===== src/rtl/apb_master_arb.sv =====
// apb_master_arb: round-robin arbiter plus APB SETUP/ACCESS sequencer for NUM_REQ local requesters.
// Define APB_ARB_TIMEOUT_EN to abort ACCESS phases that wait TIMEOUT_CYCLES cycles without PREADY.
module apb_master_arb #(
  parameter int NUM_REQ        = 2,
  parameter int APB_ADDR_WIDTH = 32,
  parameter int APB_DATA_WIDTH = 32,
  parameter int TIMEOUT_CYCLES = 16,
  localparam int SW = APB_DATA_WIDTH/8,
  localparam int GW = (NUM_REQ > 1) ? $clog2(NUM_REQ) : 1
) (
  input  logic                        apb_clk_in,
  input  logic                        apb_rst_in,
  input  logic [NUM_REQ-1:0]          req_valid_in,
  input  logic [NUM_REQ-1:0]          req_write_in,
  input  logic [NUM_REQ*APB_ADDR_WIDTH-1:0] req_addr_in,
  input  logic [NUM_REQ*APB_DATA_WIDTH-1:0] req_wdata_in,
  input  logic [NUM_REQ*SW-1:0]       req_strb_in,
  input  logic [NUM_REQ*3-1:0]        req_prot_in,
  output logic [NUM_REQ-1:0]          req_ready_out,
  output logic [NUM_REQ-1:0]          resp_valid_out,
  output logic [APB_DATA_WIDTH-1:0]   resp_rdata_out,
  output logic                        resp_error_out,
  output logic [APB_ADDR_WIDTH-1:0]   apb_addr_out,
  output logic                        apb_psel_out,
  output logic                        apb_penable_out,
  output logic                        apb_write_out,
  output logic [APB_DATA_WIDTH-1:0]   apb_wdata_out,
  output logic [SW-1:0]               apb_strb_out,
  output logic [2:0]                  apb_prot_out,
  input  logic [APB_DATA_WIDTH-1:0]   apb_rdata_in,
  input  logic                        apb_ready_in,
  input  logic                        apb_slverr_in
);

  typedef enum logic [1:0] {IDLE, SETUP, ACCESS} state_e;

  state_e state_q, state_d;
  logic [GW-1:0]      last_grant, win_idx;
  logic               win_found, done, launch, to_hit;
  logic [NUM_REQ-1:0] cand, grant_oh;

  logic [NUM_REQ-1:0][APB_ADDR_WIDTH-1:0] addr_a;
  logic [NUM_REQ-1:0][APB_DATA_WIDTH-1:0] wdata_a;
  logic [NUM_REQ-1:0][SW-1:0]             strb_a;
  logic [NUM_REQ-1:0][2:0]                prot_a;

  assign addr_a  = req_addr_in;
  assign wdata_a = req_wdata_in;
  assign strb_a  = req_strb_in;
  assign prot_a  = req_prot_in;

  always_comb begin
    grant_oh             = '0;
    grant_oh[last_grant] = 1'b1;
  end

  // On the completion cycle the requester just served is not eligible again.
  assign cand = (state_q == ACCESS) ? (req_valid_in & ~grant_oh) : req_valid_in;

  always_comb begin : rr_pick
    logic [GW-1:0] pidx;
    win_found = 1'b0;
    win_idx   = '0;
    pidx      = '0;
    for (int k = 1; k <= NUM_REQ; k++) begin
      pidx = GW'((int'(last_grant) + k) % NUM_REQ);
      if (!win_found && cand[pidx]) begin
        win_found = 1'b1;
        win_idx   = pidx;
      end
    end
  end

`ifdef APB_ARB_TIMEOUT_EN
  localparam int TW = $clog2(TIMEOUT_CYCLES + 1);
  logic [TW-1:0] to_cnt;

  always_ff @(posedge apb_clk_in) begin
    if (apb_rst_in || state_q == SETUP) to_cnt <= '0;
    else if (state_q == ACCESS && !apb_ready_in) to_cnt <= to_cnt + 1'b1;
  end

  // PREADY on the limit cycle takes precedence, hence the !apb_ready_in term.
  assign to_hit = (state_q == ACCESS) && !apb_ready_in && (to_cnt == TW'(TIMEOUT_CYCLES - 1));
`else
  assign to_hit = 1'b0 && (TIMEOUT_CYCLES > 0);
`endif

  assign done   = (state_q == ACCESS) && (apb_ready_in || to_hit);
  assign launch = win_found && ((state_q == IDLE) || done);

  always_ff @(posedge apb_clk_in) begin
    if (apb_rst_in) state_q <= IDLE;
    else            state_q <= state_d;
  end

  always_comb begin
    state_d = state_q;
    unique case (state_q)
      IDLE:    if (launch) state_d = SETUP;
      SETUP:   state_d = ACCESS;
      ACCESS:  if (done) state_d = win_found ? SETUP : IDLE;
      default: state_d = IDLE;
    endcase
  end

  always_ff @(posedge apb_clk_in) begin
    if (apb_rst_in) begin
      last_grant      <= GW'(NUM_REQ - 1);
      req_ready_out   <= '0;
      resp_valid_out  <= '0;
      resp_rdata_out  <= '0;
      resp_error_out  <= 1'b0;
      apb_addr_out    <= '0;
      apb_psel_out    <= 1'b0;
      apb_penable_out <= 1'b0;
      apb_write_out   <= 1'b0;
      apb_wdata_out   <= '0;
      apb_strb_out    <= '0;
      apb_prot_out    <= '0;
    end else begin
      req_ready_out  <= '0;
      resp_valid_out <= '0;
      if (state_q == SETUP) apb_penable_out <= 1'b1;
      if (done) begin
        resp_valid_out  <= grant_oh;
        resp_error_out  <= apb_ready_in ? apb_slverr_in : 1'b1;
        resp_rdata_out  <= (apb_ready_in && !apb_write_out) ? apb_rdata_in : '0;
        apb_psel_out    <= 1'b0;
        apb_penable_out <= 1'b0;
      end
      // A launch on the completion cycle overrides the bus drop above: psel stays high.
      if (launch) begin
        last_grant             <= win_idx;
        req_ready_out[win_idx] <= 1'b1;
        apb_psel_out           <= 1'b1;
        apb_penable_out        <= 1'b0;
        apb_addr_out           <= addr_a[win_idx];
        apb_wdata_out          <= wdata_a[win_idx];
        apb_strb_out           <= strb_a[win_idx];
        apb_prot_out           <= prot_a[win_idx];
        apb_write_out          <= req_write_in[win_idx];
      end
    end
  end

endmodule

===== config.mk =====
export PLATFORM = sky130hd
export DESIGN_NAME = apb_master_arb
export DESIGN_NICKNAME = d
export VERILOG_FILES = /design/src/rtl/apb_master_arb.sv
export SDC_FILE = /design/constraint.sdc
export NUM_CORES = 1
export LEC_CHECK = 0
export ABC_AREA = 0
export BUFFER_PORTS_ARGS = -buffer_cell sky130_fd_sc_hd__buf_2
export CORE_AREA = 2 2 114 116
export DETAILED_ROUTE_END_ITERATION = 10
export DIE_AREA = 0 0 116 118
export HOLD_SLACK_MARGIN = 0.02
export PLACE_DENSITY = 0.73
export SETUP_SLACK_MARGIN = 0.1
export SYNTH_ARGS = -nofsm -noshare
export SYNTH_HDL_FRONTEND = slang
export SYNTH_SLANG_ARGS = --single-unit

===== constraint.sdc =====
create_clock -name apb_clk_in -period 4.4 [get_ports apb_clk_in]
set_clock_uncertainty 0.05 [all_clocks]
set_input_delay 0.88 -clock apb_clk_in [delete_from_list [all_inputs] [get_ports apb_clk_in]]
set_output_delay 0.88 -clock apb_clk_in [all_outputs]
set_load 0.05 [all_outputs]

Word-level counts from Yosys, hierarchy flattened

Index checks and enable logic that the tools add are counted.

Bits in registers: 114
Word-level logic and storage cells: 75

$add $sub $neg: 2
$lt $le $gt $ge: 6
Equality and inequality tests: 4
Mux-type cells: 31
Bitwise gates (word level): 4
Reductions and logical operators: 15

Operator list:

| kind                                                                  | number |
|---|---|
| 32-bit 2-to-1 mux                                                     | 5 |
| 1-bit 2-to-1 mux                                                      | 16 |
| 1-bit by 2-bit < comparator with 1-bit output, second input constant  | 4 |
| 4-bit 2-to-1 mux                                                      | 2 |
| 1-bit logical AND                                                     | 6 |
| 2-bit 2-to-1 mux                                                      | 3 |
| 3-bit 2-to-1 mux                                                      | 2 |
| 2-bit one-hot mux with 3 select lines                                 | 1 |
| 2-bit inequality test, second input constant                          | 2 |
| 2-bit OR reduction                                                    | 2 |
| 3-bit OR reduction                                                    | 1 |
| 1-bit adder, second input constant                                    | 2 |
| 2-bit bitwise AND                                                     | 1 |
| 1-bit demux with 1-bit select                                         | 2 |
| 2-bit by 1-bit equality test with 1-bit output, second input constant | 1 |
| 2-bit equality test, second input constant                            | 1 |
| 1-bit >= comparator, second input constant                            | 2 |
| 1-bit zero test                                                       | 2 |
| 2-bit zero test                                                       | 1 |
| 1-bit NOT                                                             | 2 |
| 2-bit NOT                                                             | 1 |
| 2-bit AND reduction                                                   | 1 |
| 2-bit nonzero test                                                    | 1 |
| 1-bit logical OR                                                      | 1 |

Longest topological paths before layout

Gate-level depths: netlist (run 1).

Depth in word-level cells: 17
Gate-level depth with buffers: 6

Worst setup path before layout (run 1)

Ideal clock, no wire load.

Kind: input to register
Start: input port apb_rst_in
End: register apb_addr_out[0]
Arrival time: 1,789 ps
Required time: 4,204 ps
Path slack: 2,415 ps
Stages: 4
Buffers on the path: 3
Cells stage by stage: buf_2 clkbuf_1 clkbuf_1 a211oi_2

RTL lines:

| what                   | RTL line | text |
|---|---|---|
| start: declaration     | 12       | `input logic apb_rst_in,` |
| end signal: assignment | 138      | `apb_addr_out <= addr_a[win_idx];` |
| end: declaration       | 23       | `output logic [APB_ADDR_WIDTH-1:0] apb_addr_out,` |

No word-level cell between the ends.

Worst setup path after layout (run 1)

Start: input port req_valid_in[1]
End: register apb_addr_out[14]

Word-level cells in the longest chain between the ends: 10
Elaborated cells on any way between the ends: 15
Those cells by class: 11 x mux; 1 x bitwise; 3 x reduce/logical

RTL lines:

| what                                                 | RTL line | text |
|---|---|---|
| start: declaration                                   | 13       | `input logic [NUM_REQ-1:0] req_valid_in,` |
| 2-bit bitwise AND                                    | 58       | `assign cand = (state_q == ACCESS) ? (req_valid_in & ~grant_oh) : req_valid_in;` |
| 2-bit 2-to-1 mux (*)                                 | 58       |  |
| 1-bit 2-to-1 mux (implied by the code) (2 in a row)  | 67       | `if (!win_found && cand[pidx]) begin` |
| 1-bit 2-to-1 mux                                     | 67       |  |
| 1-bit zero test                                      | 67       |  |
| 1-bit logical AND                                    | 67       |  |
| 1-bit 2-to-1 mux                                     | 67       |  |
| 32-bit 2-to-1 mux (implied by the code) (2 in a row) | 138      |  |

Mark *: on every way between the ends. The rest lies on a longest branch, timed or not. The select of a mux whose other input is x is not followed.
A chain may end at the register's enable or synchronous reset.

==> run metrics, run 1 <==
Rows=41; area grow syn2layout=46.8%; antenna viol nets, final=0; VDD IR max=0.261 mV; maximum clock frequency=406 MHz; synthesized net count=695; nets@finish=966; Hold Crit Depth=1; port bufs=292; Tcrit/Tclk final=56.0%; Die ar.=0.0137 sq mm; post-cts gate resize count=0; ranking of synthesized cells by area=dfxtp_1 48%, a211oi_2 16%, a21oi_1 7.9%; max-cap violation count=0; antenna cells=0; CP startpoint kind=input port; Critical Path AT=2700 ps; core area=0.0124 sq mm; hold_buf cts=0; worst reg2reg path depth=5; remaining global-route overflow=0; critical path type=input port to flip-flop; status=complete, no violations; syn_area_per_cell=9.20 sq um; endpoints failing hold=0; setup bufs post-CTS=0; Min Hold Slack=405 ps; R2R Path Start=last_grant; largest area contributor in the netlist=dfxtp_1; Pleak=3.39 nW; required time worst endpoint=4640 ps; Initial Util=38.0%; switching power=1.35 mW; DRC Markers=0; vias in the first global route=4394; Post-Syn Instances=513; root buffer cell=clkbuf_16; CTS max path bufs=2; DR vias=4708; post-synthesis cell type count=24; RSZ-0062 raised after global routing=no; Pint=2.45 mW; Sink Count=114; Clock Pin Slew Worst Setup and Hold Paths=60 ps; largest net degree at the start of global routing=74; CP endpoint kind=flip-flop; final setup fails=0; Worst slew margin=21.6%; Least-Margin Pin Slew=1170 ps; Reg-to-Reg End=apb_addr_out[14]; combinational power share=29.3%; CP max stage cell=o22a_2; Die Wd=116 microns; initial antenna violation count=0; Total Routing Usage GR=19.3%; max incr delay on CP=720 ps; Post-Syn Area=0.00472 sq mm; Switching Fraction=35.6%; worst hold path type=flip-flop to flip-flop; Die H=118 microns; register area share after synthesis=48.3%; HP Start=apb_psel_out; CTS H-tree depth=4; CTS buffer count=17; sequential power share=31.9%; pwr dens=548 mW/mm^2; clock latency on the worst-skew pair=390 ps; clock network fraction of design power=38.8%; initial DRC count=221; Vias/cell=4.86; most common cell after layout, fill and taps aside=buf_2; Worst R2R Setup Slack=2090 ps; Hold Path End=apb_psel_out; fraction of layout cells with a size suffix above 1=49.6%; CP cell instances=buf_2 -> o21bai_1 -> o22a_2 -> buf_12 -> a21oi_1 -> a211oi_1; Post-Route Setup TNS=0 ps; drt pass-1 iters=4; # IOs=293; Synth top area share=48.3%; wire per inst=14.1 microns; global-route wire length before repair=21.4 mm; CTS tree=yes; final wirelength=13.7 mm; synthesized flop and latch total=114; Final Max Slew Viols=0; DP Wirelength=9.52 mm; YS warnings=0; most frequent cells in the layout=291 x buf_2, 114 x dfxtp_1, 79 x nor2_1; crit path time final=2470 ps; GP Congestion=0.771; Crit Path Max Fanout=40
cell usage after synthesis, drive strengths merged:
library cell	instances
o22a	1
mux2i	1
a21oi	75
nand3b	1
a211o	1
a211oi	71
buf	37
nor2	80
clkbuf	9
o21bai	1
dfxtp	114
o22ai	1
nand2b	2
a21o	2
nand2	75
nor3	2
a311oi	1
a22o	32
nand3	1
inv	1
nor2b	5
per-layer routing:
metal	share of wire, %	GRT usage (%)
met4	1.4	5.13
met2	48	32.0
met5	0	0
met3	8.9	7.26
met1	42	23.2
power groups by stage:
stage                     Clock (mW)  Sequential [mW]  Combinational [mW]
after floorplan                    0             1.64               0.432
after global placement             0             1.23                1.11
after detailed placement           0             1.23                1.12
after CTS                       1.50             1.21                1.12
after global routing            1.56             1.23                1.19
final                           1.47             1.21                1.11
through the flow:
stage | total power [mW] | util, % | cells | worst slack [ps] | instance area [sq um]
after CTS | 3.84 | 55.8 | 969 | 1930 | 6930
after global routing | 3.98 | 55.8 | 969 | 1850 | 6930
after floorplan | 2.07 | - | 513 | 2420 | 4720
after global placement | 2.35 | 50.7 | 937 | 1620 | 6290
after detailed placement | 2.36 | 50.7 | 937 | 1520 | 6290
final | 3.80 | 55.8 | 969 | 1930 | 6930
worst max-delay path by stage:
| stage | start | end | slack (ps) |
|---|---|---|---|
| 5_1_grt | req_valid_in[1] | apb_addr_out[11] | 1850 |
| 4_1_cts | req_valid_in[1] | apb_addr_out[14] | 1930 |
| 3_5_place_dp | req_valid_in[1] | apb_addr_out[14] | 1520 |
| 6_report | req_valid_in[1] | apb_addr_out[14] | 1930 |
| 3_3_place_gp | req_valid_in[1] | apb_addr_out[11] | 1620 |
| 2_1_floorplan | apb_rst_in | apb_addr_out[0] | 2420 |
registers in the layout (all words and copies together) (netlist names), 2 cells and up:
register,cells
req_ready_out,2
resp_valid_out,2
apb_wdata_out,32
resp_rdata_out,32
apb_strb_out,4
apb_addr_out,32
apb_prot_out,3
state_q,2
worst max-delay path, delay by kind of cell:
kind | cells | cell delay, ps
AOI/OAI and AO/OA | 4 | 1380
buffers and inverters | 2 | 410
layout make-up:
cell class                 count  area, sq um
timing repair buffer         298         1560
sequential                   114         2280
inverter                       1         3.75
clock inverter                14          203
tap                          172          215
clock buffer                  18          439
multi-input combinational    352         2230
fill                        1179         5480
logic make-up (layout without fill, tap and decap cells):
group | count (synthesis) | after routing | synth area share [%]
AOI/OAI and AO/OA | 185 | 185 | 32.7
buffers and inverters | 47 | 331 | 5.01
DFF | 114 | 114 | 48.3
muxes | 1 | 1 | 0.212
and+or+nand+nor | 166 | 166 | 13.7
No activity file was read; power rests on OpenSTA's default activity.
==> inputs of run 2 (changes only) <==
--- a/config.mk
+++ b/config.mk
@@ -5,13 +5,13 @@
 export SDC_FILE = /design/constraint.sdc
 export NUM_CORES = 1
 export LEC_CHECK = 0
-export ABC_AREA = 0
+export ABC_AREA = 1
 export BUFFER_PORTS_ARGS = -buffer_cell sky130_fd_sc_hd__buf_2
-export CORE_AREA = 2 2 114 116
+export CORE_ASPECT_RATIO = 1.4
+export CORE_UTILIZATION = 41
 export DETAILED_ROUTE_END_ITERATION = 10
-export DIE_AREA = 0 0 116 118
 export HOLD_SLACK_MARGIN = 0.02
-export PLACE_DENSITY = 0.73
+export PLACE_DENSITY = 0.78
 export SETUP_SLACK_MARGIN = 0.1
 export SYNTH_ARGS = -nofsm -noshare
 export SYNTH_HDL_FRONTEND = slang
==> constraint.sdc (replaced) <==
create_clock -name apb_clk_in -period 2.16 [get_ports apb_clk_in]
set_clock_uncertainty 0.05 [all_clocks]
set_input_delay 0.432 -clock apb_clk_in [delete_from_list [all_inputs] [get_ports apb_clk_in]]
set_output_delay 0.432 -clock apb_clk_in [all_outputs]
set_load 0.05 [all_outputs]
==> run metrics, run 2 <==
status=complete, no violations; nets@finish=1202 (+24%); Total Routing Usage GR=25.5% (+6.2 points); vias in the first global route=5784 (+32%); final wirelength=17.8 mm (+30%); Simple-Gate Fraction of Synth Area=49.2% (+36 points); Post-synth top cells=283 x nand3_1, 190 x nand2_1, 114 x dfxtp_1, 73 x nand4_1, 34 x clkbuf_1; ys async rst share=0% (unchanged); CTS H-tree depth=4 (unchanged); max incr delay on CP=450 ps (-270 ps); post-cts gate resize count=0 (unchanged); Power Total=6.96 mW (+83%); Crit Path Max Fanout=38 (-5.0%); CP startpoint kind=flip-flop; CTS tree=yes; ranking of synthesized cells by area=dfxtp_1 42%, nand3_1 26%, nand2_1 13%; Post-Syn Instances=768 (+50%); final instance area=0.00752 sq mm (+8.4%); CP max stage cell=dfxtp_1; synthesized flop and latch total=114 (unchanged); setup bufs post-CTS=0 (unchanged); Clock Pin Slew Worst Setup and Hold Paths=60 ps (about the same); Pint=4.61 mW (+88%); DP Wirelength=12.1 mm (+27%); VDD IR max=0.532 mV (+100%); fraction of layout cells with a size suffix above 1=35.1% (-14 points); Worst R2R Setup Slack=510 ps (-1580 ps); remaining global-route overflow=0 (unchanged); Sink Count=114 (unchanged); sequential power share=34.0% (+2.1 points); wire per inst=15.0 microns (+5.9%); Post-Route Setup TNS=0 ps (unchanged); Initial Util=42.0% (+3.9 points); post-synthesis cell type count=20 (-17%); Vias/cell=5.45 (+12%); clock network fraction of design power=41.0% (+2.2 points); RSZ-0062 raised after global routing=no; # IOs=293 (unchanged); Post-synth EDFFs=0 (unchanged); required time worst endpoint=2450 ps (-2190 ps); antenna viol nets, final=0 (unchanged); critical path type=flip-flop to flip-flop; Min Hold Slack=185 ps (-220 ps); Post-Syn Area=0.00540 sq mm (+14%); Rows=49 (+20%); port bufs=292 (unchanged); Synth top area share=42.3% (-6.1 points); Pleak=4.21 nW (+24%); register area share after synthesis=42.3% (-6.1 points); XOR/XNOR share of the synthesized area=0% (unchanged); count leader, synth=nand3_1; combinational power share=25.0% (-4.3 points); core area=0.0129 sq mm (+3.7%); root buffer cell=clkbuf_16; largest family of logic cells by synthesized area=simple AND/OR/NAND/NOR gates; DR vias=6474 (+38%); hold_buf cts=0 (unchanged); biggest regs=apb_addr_out: 32 flops, apb_wdata_out: 32 flops, resp_rdata_out: 32 flops; area grow syn2layout=39.2%; final setup fails=0 (unchanged); CTS max path bufs=2 (unchanged); global-route wire length before repair=27.7 mm (+29%); drt pass-1 iters=5 (+1); synthesized net count=950 (+37%); Die Wd=99.0 microns (-15%); Critical Path AT=1950 ps (-750 ps); GP Congestion=0.820 (+6.3%); syn_area_per_cell=7.03 sq um (-24%); Worst slew margin=63.0% (+41 points); Synth Area in Compound Gates=0.533% (-32 points); clock latency on the worst-skew pair=400 ps (about the same); predominant post-synthesis flop cell=dfxtp_1; Post-DP Area=0.00691 sq mm (+9.8%); pwr dens=925 mW/mm^2 (+69%); largest area contributor in the netlist=dfxtp_1; initial antenna violation count=1 (+1); Final Max Slew Viols=0 (unchanged); mux cell area share after synthesis=0% (-0.21 points); largest net degree at the start of global routing=81 (+9.5%); max-cap violation count=0 (unchanged); Tcrit/Tclk final=76.6%; Die ar.=0.0136 sq mm (-0.33%); crit path time final=1650 ps; switching power=2.35 mW (+74%); Switching Fraction=33.8% (-1.8 points); Least-Margin Pin Slew=555 ps (-619 ps); YS warnings=0 (unchanged); CP endpoint kind=flip-flop; Die H=138 microns (+17%); initial DRC count=255 (+15%); DRC Markers=0 (unchanged); maximum clock frequency=604 MHz; endpoints failing hold=0 (unchanged); CTS buffer count=17 (unchanged); worst hold path type=input port to flip-flop; post-synthesis adder-cell area fraction=0% (unchanged); most common cell after layout, fill and taps aside=buf_2; most frequent cells in the layout=292 x buf_2, 283 x nand3_1, 187 x nand2_1; CP cell instances=inv_2 -> nand3_1 -> nand2_1 -> a21oi_4 -> buf_4 -> nand3_1 -> nand2_1
[run 2: cell families (layout without fill, tap and decap cells)]
kind of cell | Yosys count | after routing
DFF | 114 | 114
and+or+nand+nor | 559 | 559
AOI/OAI and AO/OA | 5 | 5
buffers and inverters | 90 | 355
other | 0 | 2
[run 2: path summary, 6_finish.rpt]
path                     from          endpoint  cells after the start
max                last_grant   apb_addr_out[1]                      7
min reg2reg  apb_addr_out[18]  apb_addr_out[18]                      2
min             apb_slverr_in    resp_error_out                      3
max reg2reg        last_grant   apb_addr_out[1]                      7
[run 2: area by class of cell]
class                      count  area, sq um
fill                        1257         5360
multi-input combinational    564         2710
sequential                   114         2280
timing repair buffer         312         1690
clock buffer                  19          443
tap                          153          191
clock inverter                13          159
inverter                      11         43.8
antenna                        2         5.00
[run 2: through the flow]
stage          utilization (%)  worst slack (ps)  std cells
2_1_floorplan                -               777        768
3_3_place_gp              53.7               465       1154
3_5_place_dp              53.7               422       1154
4_1_cts                   58.3               522       1186
5_1_grt                   58.4               342       1187
6_report                  58.4               506       1188
[run 2: power groups by stage]
stage	Combinational (mW)	Clock [mW]	Sequential, mW
final	1.74	2.85	2.37
after global routing	1.87	2.99	2.39
after CTS	1.74	2.89	2.37
after detailed placement	1.74	0	2.41
after global placement	1.72	0	2.41
after floorplan	0.664	0	2.97
[run 2: routing by layer]
metal  vias to the layer above  GRT usage, %  part of all wire (%)
met5                         -             0                     0
met4                         0          11.9                   3.4
met3                        43          6.95                   7.1
met2                       288          44.9                    51
met1                      2960          28.5                    39
li1                       3183             -                     -
[run 2: critical path, delay by kind of cell, from the launching register on]
family | cells | cell delay, ps
AOI/OAI and AO/OA | 1 | 190
DFF | 1 | 450
and+or+nand+nor | 4 | 390
buffers and inverters | 2 | 480
